**config.mk**
```make
export PLATFORM = sky130hd
export DESIGN_NAME = can_rx_frame
export DESIGN_NICKNAME = d
export VERILOG_FILES = /design/src/rtl/can_pkg.sv /design/src/rtl/can_destuff.sv /design/src/rtl/can_rx_frame.sv
export SDC_FILE = /design/constraint.sdc
export NUM_CORES = 1
export LEC_CHECK = 0
export CAP_MARGIN = 20
export CORE_ASPECT_RATIO = 1.5
export CORE_MARGIN = 4
export CORE_UTILIZATION = 56
export DETAILED_ROUTE_END_ITERATION = 10
export PLACE_DENSITY_LB_ADDON = 0.25
export SLEW_MARGIN = 20
export SYNTH_ARGS = -nofsm -noshare
export SYNTH_HDL_FRONTEND = slang
export SYNTH_SLANG_ARGS = --single-unit
```
**constraint.sdc**
```tcl
create_clock -name clk -period 3.2 [get_ports clk]
set_clock_uncertainty 0.05 [all_clocks]
set_input_delay 0.48 -clock clk [delete_from_list [all_inputs] [get_ports clk]]
set_output_delay 0.48 -clock clk [all_outputs]
set_load 0.02 [all_outputs]
```
**src/rtl/can_pkg.sv**
```systemverilog
// Shared types, field widths and helpers for the CAN base-frame receive path.
package can_pkg;

  localparam int ID_W      = 11;
  localparam int DLC_W     = 4;
  localparam int CRC_W     = 15;
  localparam int MAX_BYTES = 8;

  localparam logic [CRC_W-1:0] CRC_POLY_DEF = 15'h4599;

  typedef enum logic [3:0] {
    ST_IDLE,
    ST_ARB,
    ST_CTRL,
    ST_DATA,
    ST_CRC,
    ST_CRC_DEL,
    ST_ACK,
    ST_ACK_DEL,
    ST_EOF,
    ST_ERROR
  } can_state_e;

  localparam logic [2:0] ERR_NONE  = 3'd0;
  localparam logic [2:0] ERR_STUFF = 3'd1;
  localparam logic [2:0] ERR_FORM  = 3'd2;
  localparam logic [2:0] ERR_CRC   = 3'd3;

  localparam int RV_OK_BIT  = 0;
  localparam int RV_ERR_LSB = 1;
  localparam int RV_CNT_LSB = 4;

  function automatic logic [CRC_W-1:0] crc_step(input logic [CRC_W-1:0] crc,
                                                input logic b,
                                                input logic [CRC_W-1:0] poly);
    logic nxt;
    nxt = b ^ crc[CRC_W-1];
    return {crc[CRC_W-2:0], 1'b0} ^ (nxt ? poly : '0);
  endfunction

  function automatic logic [31:0] pack_status(input logic ok,
                                              input logic [2:0] code,
                                              input logic [3:0] cnt);
    logic [31:0] s;
    s = '0;
    s[RV_OK_BIT]       = ok;
    s[RV_ERR_LSB +: 3] = code;
    s[RV_CNT_LSB +: 4] = cnt;
    return s;
  endfunction

endpackage

```
**src/rtl/can_destuff.sv**
```systemverilog
// Removes stuff bits from the bus stream; a SOF strobe re-seeds the run tracker.
module can_destuff
  import can_pkg::*;
(
  input  logic clk,
  input  logic reset,
  input  logic bit_valid,
  input  logic bit_in,
  input  logic enable,
  input  logic sof,
  output logic data_valid,
  output logic data_bit,
  output logic stuff_err
);

  logic [2:0] run_d, run_q;
  logic       last_d, last_q;

  always_comb begin
    run_d      = run_q;
    last_d     = last_q;
    data_valid = 1'b0;
    data_bit   = bit_in;
    stuff_err  = 1'b0;
    if (bit_valid) begin
      if (sof) begin
        run_d  = 3'd1;
        last_d = 1'b0;
      end else if (enable) begin
        // A full run of five means this bit is a stuff bit, never data.
        if (run_q == 3'd5) begin
          if (bit_in == last_q) begin
            stuff_err = 1'b1;
          end else begin
            run_d  = 3'd1;
            last_d = bit_in;
          end
        end else begin
          data_valid = 1'b1;
          run_d      = (bit_in == last_q) ? run_q + 3'd1 : 3'd1;
          last_d     = bit_in;
        end
      end
    end
  end

  always_ff @(posedge clk) begin
    if (reset) begin
      run_q  <= 3'd0;
      last_q <= 1'b1;
    end else begin
      run_q  <= run_d;
      last_q <= last_d;
    end
  end

endmodule

```
**src/rtl/can_rx_frame.sv**
```systemverilog
// CAN 2.0A base-frame receiver: field capture, CRC-15 check, ACK drive and status report.
module can_rx_frame
  import can_pkg::*;
#(
  parameter int               EOF_LEN  = 7,
  parameter int               IDLE_LEN = 11,
  parameter logic [CRC_W-1:0] CRC_POLY = CRC_POLY_DEF
) (
  input  logic        clk,
  input  logic        reset,
  input  logic        bit_valid,
  input  logic        bit_in,
  output logic        ack_out,
  output logic [10:0] rx_id,
  output logic        rx_rtr,
  output logic [3:0]  rx_dlc,
  output logic [63:0] rx_data,
  output logic        finish,
  output logic [31:0] return_val
);

  can_state_e        state_d, state_q;
  logic [6:0]        cnt_d, cnt_q;
  logic [ID_W-1:0]   id_d, id_q;
  logic              rtr_d, rtr_q;
  logic [DLC_W-1:0]  dlc_d, dlc_q;
  logic [63:0]       data_d, data_q;
  logic [CRC_W-1:0]  crc_d, crc_q;
  logic [CRC_W-1:0]  crc_rx_d, crc_rx_q;
  logic              crc_ok_d, crc_ok_q;
  logic [3:0]        nbytes_d, nbytes_q;
  logic [3:0]        byte_cnt_d, byte_cnt_q;
  logic              ack_d, ack_q;
  logic              finish_d, finish_q;
  logic [31:0]       ret_d, ret_q;
  logic [ID_W-1:0]   rx_id_d, rx_id_q;
  logic              rx_rtr_d, rx_rtr_q;
  logic [DLC_W-1:0]  rx_dlc_d, rx_dlc_q;
  logic [63:0]       rx_data_d, rx_data_q;

  logic              err_hit;
  logic [2:0]        err_code;
  logic              eof_done;

  logic              ds_valid, ds_bit, ds_err, ds_sof, ds_en;
  logic [DLC_W-1:0]  dlc_shift;
  logic [3:0]        nb_calc;
  logic [6:0]        data_last;
  logic [CRC_W-1:0]  crc_rx_next;

  assign ds_sof = (state_q == ST_IDLE) && !bit_in;
  assign ds_en  = (state_q == ST_ARB) || (state_q == ST_CTRL) ||
                  (state_q == ST_DATA) || (state_q == ST_CRC);

  can_destuff u_destuff (
    .clk        (clk),
    .reset      (reset),
    .bit_valid  (bit_valid),
    .bit_in     (bit_in),
    .enable     (ds_en),
    .sof        (ds_sof),
    .data_valid (ds_valid),
    .data_bit   (ds_bit),
    .stuff_err  (ds_err)
  );

  assign dlc_shift   = {dlc_q[DLC_W-2:0], ds_bit};
  assign nb_calc     = rtr_q ? 4'd0 : ((dlc_shift > 4'd8) ? 4'd8 : dlc_shift);
  assign data_last   = {nbytes_q, 3'b000} - 7'd1;
  assign crc_rx_next = {crc_rx_q[CRC_W-2:0], ds_bit};

  always_comb begin
    state_d    = state_q;
    cnt_d      = cnt_q;
    id_d       = id_q;
    rtr_d      = rtr_q;
    dlc_d      = dlc_q;
    data_d     = data_q;
    crc_d      = crc_q;
    crc_rx_d   = crc_rx_q;
    crc_ok_d   = crc_ok_q;
    nbytes_d   = nbytes_q;
    byte_cnt_d = byte_cnt_q;
    ack_d      = ack_q;
    finish_d   = 1'b0;
    ret_d      = ret_q;
    rx_id_d    = rx_id_q;
    rx_rtr_d   = rx_rtr_q;
    rx_dlc_d   = rx_dlc_q;
    rx_data_d  = rx_data_q;
    err_hit    = 1'b0;
    err_code   = ERR_NONE;
    eof_done   = 1'b0;

    if (ds_err) begin
      err_hit  = 1'b1;
      err_code = ERR_STUFF;
    end else begin
      case (state_q)
        ST_IDLE: begin
          if (bit_valid && !bit_in) begin
            crc_d      = '0;
            data_d     = '0;
            id_d       = '0;
            rtr_d      = 1'b0;
            dlc_d      = '0;
            crc_rx_d   = '0;
            crc_ok_d   = 1'b0;
            nbytes_d   = '0;
            byte_cnt_d = '0;
            cnt_d      = '0;
            state_d    = ST_ARB;
          end
        end
        ST_ARB: begin
          if (ds_valid) begin
            crc_d = crc_step(crc_q, ds_bit, CRC_POLY);
            if (cnt_q < 7'd11) begin
              id_d  = {id_q[ID_W-2:0], ds_bit};
              cnt_d = cnt_q + 7'd1;
            end else begin
              rtr_d   = ds_bit;
              cnt_d   = '0;
              state_d = ST_CTRL;
            end
          end
        end
        ST_CTRL: begin
          if (ds_valid) begin
            crc_d = crc_step(crc_q, ds_bit, CRC_POLY);
            if (cnt_q == 7'd0 && ds_bit) begin
              err_hit  = 1'b1;
              err_code = ERR_FORM;
            end else if (cnt_q < 7'd2) begin
              cnt_d = cnt_q + 7'd1;
            end else begin
              dlc_d = dlc_shift;
              if (cnt_q == 7'd5) begin
                nbytes_d = nb_calc;
                cnt_d    = '0;
                state_d  = (nb_calc == 4'd0) ? ST_CRC : ST_DATA;
              end else begin
                cnt_d = cnt_q + 7'd1;
              end
            end
          end
        end
        ST_DATA: begin
          if (ds_valid) begin
            crc_d = crc_step(crc_q, ds_bit, CRC_POLY);
            // Payload fills from bit 63 downward so byte 0 lands in [63:56].
            data_d[~cnt_q[5:0]] = ds_bit;
            if (cnt_q[2:0] == 3'd7) byte_cnt_d = byte_cnt_q + 4'd1;
            if (cnt_q == data_last) begin
              cnt_d   = '0;
              state_d = ST_CRC;
            end else begin
              cnt_d = cnt_q + 7'd1;
            end
          end
        end
        ST_CRC: begin
          if (ds_valid) begin
            crc_rx_d = crc_rx_next;
            if (cnt_q == 7'd14) begin
              crc_ok_d = (crc_rx_next == crc_q);
              cnt_d    = '0;
              state_d  = ST_CRC_DEL;
            end else begin
              cnt_d = cnt_q + 7'd1;
            end
          end
        end
        ST_CRC_DEL: begin
          if (bit_valid) begin
            if (!bit_in) begin
              err_hit  = 1'b1;
              err_code = ERR_FORM;
            end else begin
              ack_d   = crc_ok_q;
              state_d = ST_ACK;
            end
          end
        end
        ST_ACK: begin
          if (bit_valid) begin
            ack_d   = 1'b0;
            state_d = ST_ACK_DEL;
          end
        end
        ST_ACK_DEL: begin
          if (bit_valid) begin
            if (!bit_in) begin
              err_hit  = 1'b1;
              err_code = ERR_FORM;
            end else begin
              cnt_d   = '0;
              state_d = ST_EOF;
            end
          end
        end
        ST_EOF: begin
          if (bit_valid) begin
            if (!bit_in) begin
              err_hit  = 1'b1;
              err_code = ERR_FORM;
            end else if (cnt_q == 7'(EOF_LEN - 1)) begin
              eof_done = 1'b1;
            end else begin
              cnt_d = cnt_q + 7'd1;
            end
          end
        end
        ST_ERROR: begin
          if (bit_valid) begin
            if (!bit_in) begin
              cnt_d = '0;
            end else if (cnt_q == 7'(IDLE_LEN - 1)) begin
              cnt_d   = '0;
              state_d = ST_IDLE;
            end else begin
              cnt_d = cnt_q + 7'd1;
            end
          end
        end
        default: state_d = ST_IDLE;
      endcase
    end

    if (err_hit || eof_done) begin
      finish_d  = 1'b1;
      ack_d     = 1'b0;
      cnt_d     = '0;
      rx_id_d   = id_q;
      rx_rtr_d  = rtr_q;
      rx_dlc_d  = dlc_q;
      rx_data_d = data_q;
      if (err_hit) begin
        ret_d   = pack_status(1'b0, err_code, byte_cnt_q);
        state_d = ST_ERROR;
      end else begin
        ret_d   = pack_status(crc_ok_q, crc_ok_q ? ERR_NONE : ERR_CRC, byte_cnt_q);
        state_d = ST_IDLE;
      end
    end
  end

  always_ff @(posedge clk) begin
    if (reset) begin
      state_q    <= ST_IDLE;
      cnt_q      <= '0;
      id_q       <= '0;
      rtr_q      <= 1'b0;
      dlc_q      <= '0;
      data_q     <= '0;
      crc_q      <= '0;
      crc_rx_q   <= '0;
      crc_ok_q   <= 1'b0;
      nbytes_q   <= '0;
      byte_cnt_q <= '0;
      ack_q      <= 1'b0;
      finish_q   <= 1'b0;
      ret_q      <= '0;
      rx_id_q    <= '0;
      rx_rtr_q   <= 1'b0;
      rx_dlc_q   <= '0;
      rx_data_q  <= '0;
    end else begin
      state_q    <= state_d;
      cnt_q      <= cnt_d;
      id_q       <= id_d;
      rtr_q      <= rtr_d;
      dlc_q      <= dlc_d;
      data_q     <= data_d;
      crc_q      <= crc_d;
      crc_rx_q   <= crc_rx_d;
      crc_ok_q   <= crc_ok_d;
      nbytes_q   <= nbytes_d;
      byte_cnt_q <= byte_cnt_d;
      ack_q      <= ack_d;
      finish_q   <= finish_d;
      ret_q      <= ret_d;
      rx_id_q    <= rx_id_d;
      rx_rtr_q   <= rx_rtr_d;
      rx_dlc_q   <= rx_dlc_d;
      rx_data_q  <= rx_data_d;
    end
  end

  assign ack_out    = ack_q;
  assign finish     = finish_q;
  assign return_val = ret_q;
  assign rx_id      = rx_id_q;
  assign rx_rtr     = rx_rtr_q;
  assign rx_dlc     = rx_dlc_q;
  assign rx_data    = rx_data_q;

endmodule

```
== After elaboration in Yosys (flattened, before gate mapping) ==
Cells that the tools add are included.

* Bits in registers: 223
* Logic and storage cells: 255
* Input port bits: 4
* Output and inout port bits: 114

* Add/sub/neg operators: 4
* Bitwise gates (word level): 4
* $lt $le $gt $ge: 5
* Reductions and logical operators: 36
* Mux-type cells: 124
* Equality and inequality tests: 62

{| class="wikitable"
|+ Operators by type and width
! kind !! number
|-
| 4-bit two-way mux || 35
|-
| 7-bit two-way mux || 19
|-
| 64-bit two-way mux || 2
|-
| 64-bit case mux with 2 select lines || 1
|-
| 64-bit bitwise mux || 1
|-
| 7-bit case mux with 8 select lines || 1
|-
| 15-bit two-way mux || 3
|-
| 4-bit case mux with 10 select lines || 1
|-
| 2-bit != test, second input constant || 17
|-
| 1-bit two-way mux || 33
|-
| 11-bit two-way mux || 3
|-
| 15-bit case mux with 2 select lines || 1
|-
| 14-bit case mux with 2 select lines || 1
|-
| 3-bit != test, second input constant || 9
|-
| 5-bit AND reduction || 5
|-
| 3-bit two-way mux || 8
|-
| 4-bit case mux with 2 select lines || 3
|-
| 11-bit case mux with 2 select lines || 1
|-
| 3-bit by 2-bit != test with 1-bit output, second input constant || 7
|-
| 21-bit AND reduction || 1
|-
| 4-bit by 3-bit == test with 1-bit output, second input constant || 4
|-
| 15-bit == test || 1
|-
| 15-bit XOR || 1
|-
| 7-bit by 3-bit == test with 1-bit output, second input constant || 2
|-
| 40 further kinds || 75
|}

== Depth between registers and ports, before layout ==
* Depth in word-level cells: 13
* Mapped depth: 12
* Gate-level depth less buffers: 8

== Hierarchy ==
Synthesis repeated with hierarchy kept, for this count alone.

* Cell total of the unflattened synthesis: 1,299
* Area total of the unflattened synthesis: 10,004.6 um2

{| class="wikitable"
|+ Modules (own cells, without submodules)
! module !! sequential area each (um2) !! cells each !! times used !! area an instance (um2)
|-
| can_rx_frame || 4,364.2 || 1,265 || 1 || 9,713.1
|-
| can_destuff || 80.1 || 34 || 1 || 291.5
|}

== Worst setup path after synthesis ==
No wires, ideal clock.

* Path type: register to register
* From: register state_q[0]
* To: register rx_data_q[44], in the netlist rx_data[44]
* Slack: 764 ps
* Cell stages (with the launch flop): 12
* Arrival: 2,254 ps
* Clock period less this slack: 2,436 ps
* Cell sequence: dfxtp_1 -> buf_6 -> or4b_1 -> buf_2 -> nor4_4 -> nor2_2 -> and2_1 -> buf_6 -> buf_2 -> buf_2 -> nand2_1 -> a21oi_1

* Longest elaborated chain between the ends: 11
* Elaborated cells between the ends (all ways): 25
* Classes of those cells: 7 x eq/ne; 11 x mux; 7 x reduce/logical

{| class="wikitable"
|+ Ends and longest elaborated chain
! element !! line !! text
|-
| from (decl) || can_rx_frame.sv:22 || <nowiki>can_state_e state_d, state_q;</nowiki>
|-
| from (signal assigned) || can_rx_frame.sv:269 || <nowiki>state_q <= state_d;</nowiki>
|-
| 4-bit by 1-bit == test with 1-bit output or 4-bit by 2-bit == test with 1-bit output (tied branches) || can_rx_frame.sv:52, can_rx_frame.sv:99 ||
|-
| 1-bit logical OR (2 in series) || can_rx_frame.sv:52 || <nowiki>assign ds_en = (state_q == ST_ARB) || (state_q == ST_CTRL) ||</nowiki>
|-
| 1-bit logical OR || can_rx_frame.sv:53 || <nowiki>(state_q == ST_DATA) || (state_q == ST_CRC);</nowiki>
|-
| 1-bit two-way mux || can_destuff.sv:29 || <nowiki>end else if (enable) begin</nowiki>
|-
| 1-bit two-way mux || can_destuff.sv:26 || <nowiki>if (sof) begin</nowiki>
|-
| 1-bit two-way mux || can_destuff.sv:25 || <nowiki>if (bit_valid) begin</nowiki>
|-
| 1-bit two-way mux || can_rx_frame.sv:129 || <nowiki>if (ds_valid) begin</nowiki>
|-
| 1-bit case mux with 2 select lines || can_rx_frame.sv:99 || <nowiki>case (state_q)</nowiki>
|-
| 1-bit two-way mux || can_rx_frame.sv:95 || <nowiki>if (ds_err) begin</nowiki>
|-
| 1-bit logical OR * || can_rx_frame.sv:230 || <nowiki>if (err_hit || eof_done) begin</nowiki>
|-
| to (signal assigned) || can_rx_frame.sv:286 || <nowiki>rx_data_q <= rx_data_d;</nowiki>
|-
| to (decl) || can_rx_frame.sv:39 || <nowiki>logic [63:0] rx_data_d, rx_data_q;</nowiki>
|}

Mark *: on every way between the ends. The rest lies on a longest branch, timed or not.
A chain may end at the register's enable or synchronous reset.

== Final worst setup path ==
* From: register state_q[1]
* To: register dlc_q[3]

* Longest elaborated chain between the ends: 9
* Elaborated cells between the ends (all ways): 23
* Classes of those cells: 8 x eq/ne; 7 x mux; 1 x bitwise; 7 x reduce/logical

{| class="wikitable"
|+ Ends and longest elaborated chain
! element !! line !! text
|-
| 4-bit by 1-bit == test with 1-bit output or 4-bit by 2-bit == test with 1-bit output (tied branches) || can_rx_frame.sv:52, can_rx_frame.sv:99 ||
|-
| 1-bit logical OR (2 in series) || can_rx_frame.sv:52 ||
|-
| 1-bit logical OR || can_rx_frame.sv:53 ||
|-
| 1-bit two-way mux || can_destuff.sv:29 ||
|-
| 1-bit two-way mux || can_destuff.sv:26 ||
|-
| 1-bit two-way mux || can_destuff.sv:25 ||
|-
| 2-bit != test (no source line) or 1-bit NOT (tied branches) || - ||
|-
| 6-bit AND reduction (no source line) || - ||
|-
| to (signal assigned) || can_rx_frame.sv:273 || <nowiki>dlc_q <= dlc_d;</nowiki>
|-
| to (decl) || can_rx_frame.sv:26 || <nowiki>logic [DLC_W-1:0] dlc_d, dlc_q;</nowiki>
|}

Several ways; a longest one is shown, not always the timed one.

==> results.ini <==
[floorplan]
core_um2=17500
die_w_um=117
row_count=59
start_util=0.575
dieArea_um2=20200
fp.dieH_um=172
ios=118

[route]
vias=9028
ant_nets=0
drc=0
drt-total-wl_um=25800
drt_pass1_iterations=7
wl_per_cell_um=16.6
drtIter0Drc=657
post_drt_via_cell_ratio=5.82

[global_routing]
grt_start_max_net_pins=76
grt_pass1_wl_um=41600
grt_pass1_vias=8409
grt_use_total=0.245
antenna_found_initial=0
grt_overflow=0

[clock_tree]
worst_skew_pair.late_latency_ns=0.50
cts_tree=done
numCtsBuffers=21
root_buffer=clkbuf_16
ctsHtreeMaxLevel=1
cts_max_path_buffers=3
cts_hold_buf=0
clk_pin_slew_ns=0.06
cts.sinks=222

[placed_design]
place.gp.congestion=0.948
place_ws_ns=0.141
dpl_cell_area_um2=11100
dp_hpwl_um=17700
numPortBuffers=92

[power_and_ir_drop]
p_leak_uw=0.00412
p_total_uw=7430
max-vdd-ir-drop_mv=0.529
power_density_nw_per_um2=630

[synthesis]
synthTopCellsByCount=dfxtp_1 (222), nand2_1 (212), a21oi_1 (190), nand3_1 (87), o21ai_0 (70)
synth.most_common_cell=dfxtp_1
synth.largest_area_cell=dfxtp_1
ys_types=76
synthFlopType=dfxtp_1
yosys_warnings=0
ys_seq_area_frac=0.442
synth-edff-count=0
async_flop_share=0
synth_seq_cells=222
synthCells=1259
synth.top_cell.area_share=0.442
netlist_area_um2=10100
postSynthAreaPerCell_um2=7.98
synthTopCellsByArea=dfxtp_1 (44%), a21oi_1 (9.5%), nand2_1 (7.9%), nand3_1 (4.3%), o21ai_0 (3.5%)

[timing]
fmax_mhz=353
tns_ns=0
worst_pin_slew_ns=0.906
rsz0062_at_grt=false
timing.final.ws_setup_ns=0.369
post-route-period-util=0.885
finalHoldViolCount=0
finalSetupViolations=0
slew_headroom=0.391
slew_viol_final=0
min_period_ns=2.83

[final_layout]
multi_input_area_um2=5060
seq_area_um2=4440
n_fill_cell=1486
postLayoutCellArea_um2=11800
layout.nets=1339
diodes=0
drive_gt1_frac=0.0852
syn_to_final_growth_pct=17.3

[run_status]
status=finished clean

[min_path]
hp-class=flip-flop to flip-flop
hold_path_depth=2

[worst_setup_path]
path_max_fanout=23
worstSetupPathType=flip-flop to flip-flop
worstPathRequired_ns=3.54
end_kind=flip-flop
start_kind=flip-flop
crit_arrival_ns=3.17
rr_worst_depth=6

[run]
cap_violations=0

## registers in the layout (all words and copies together) (netlist names)
name and flops:
data_q 64, rx_data 64, crc_q 15, crc_rx_q 14
id_q 11, rx_id 11, cnt_q 7, return_val 7
byte_cnt_q 4, dlc_q 4, nbytes_q 4, rx_dlc 4
state_q 4, u_destuff.run_q 3, ack_out 1, crc_ok_q 1
finish 1, rtr_q 1, rx_rtr 1, u_destuff.last_q 1
## cell type report
type,count,share of cell area
clock inverter,7,0.00329
timing repair buffer,143,0.113
clock buffer,28,0.0510
inverter,12,0.00382
tap,213,0.0226
sequential,222,0.377
multi-input combinational,926,0.429
## worst paths after layout
path                    start           to  slack (ns)
hold / removal    rx_data[38]  rx_data[38]        0.40
hold reg to reg   rx_data[38]  rx_data[38]        0.40
setup / recovery   state_q[1]     dlc_q[3]        0.37
setup reg to reg   state_q[1]     dlc_q[3]        0.37
## layout by cell type, fill, tap and decap left out, types with 5 or more instances in the layout
master	instances
xor2_1	21
dfxtp_1	222
clkdlybuf4s50_1	90
nand2b_1	12
or3_1	9
clkinv_2	6
nor2b_1	7
xnor2_1	10
nand3_1	87
inv_1	10
o211ai_1	5
buf_4	49
or4b_1	5
conb_1	25
nor3_1	28
mux2i_1	21
and3_1	23
a21oi_1	190
nor2_1	64
nand4_1	26
ha_1	9
clkbuf_16	21
o21ai_0	70
and2_1	12
nand2_1	211
a31oi_1	5
a211oi_1	6
o31ai_1	6
clkbuf_8	5
## cell families (layout without fill, tap and decap cells)
| family | Yosys count | count (layout) | share of synthesized area |
|---|---|---|---|
| adders and majority gates | 9 | 9 | 0.0112 |
| AOI/OAI and AO/OA | 317 | 317 | 0.176 |
| other | 1 | 25 | 0.000373 |
| muxes | 22 | 22 | 0.0220 |
| buffers and inverters | 135 | 190 | 0.0650 |
| DFF | 222 | 222 | 0.442 |
| xor gates and xnor gates | 31 | 31 | 0.0270 |
| and+or+nand+nor | 522 | 522 | 0.257 |
## per-layer routing
metal | global-route usage | share of wire | up-vias
li1 | - | - | 4462
met1 | 0.285 | 0.39 | 4177
met2 | 0.462 | 0.52 | 328
met3 | 0.0298 | 0.061 | 61
met4 | 0.0949 | 0.035 | 0
met5 | 0 | 0 | -
## where the power goes
group	total (uW)	internal (uW)	switching (uW)
Sequential	2920	2810	110
Clock	2350	1320	1030
Combinational	2160	723	1440
Total	7430	4850	2580
## what timing repair did
item,CTS,global route
setup buffers,0,0
endpoints found under the setup margin,0,3
gates resized for setup,0,1
## stage by stage
stage	utilization	hold slack (ns)	cells
after floorplan	-	0.382	1283
after global placement	0.637	0.388	1515
after detailed placement	0.637	0.392	1515
after CTS	0.673	0.401	1550
after global routing	0.674	0.417	1551
final	0.674	0.396	1551
## critical path, cell delays in order (launching register included)
cell      delay [ns]
dfxtp_1         0.87
o21ai_0         0.33
nand4_2         0.25
o211ai_1        0.23
or3_1           0.46
buf_4           0.18
o41ai_1         0.34
Note: power is estimated with default switching activity, not from simulation.
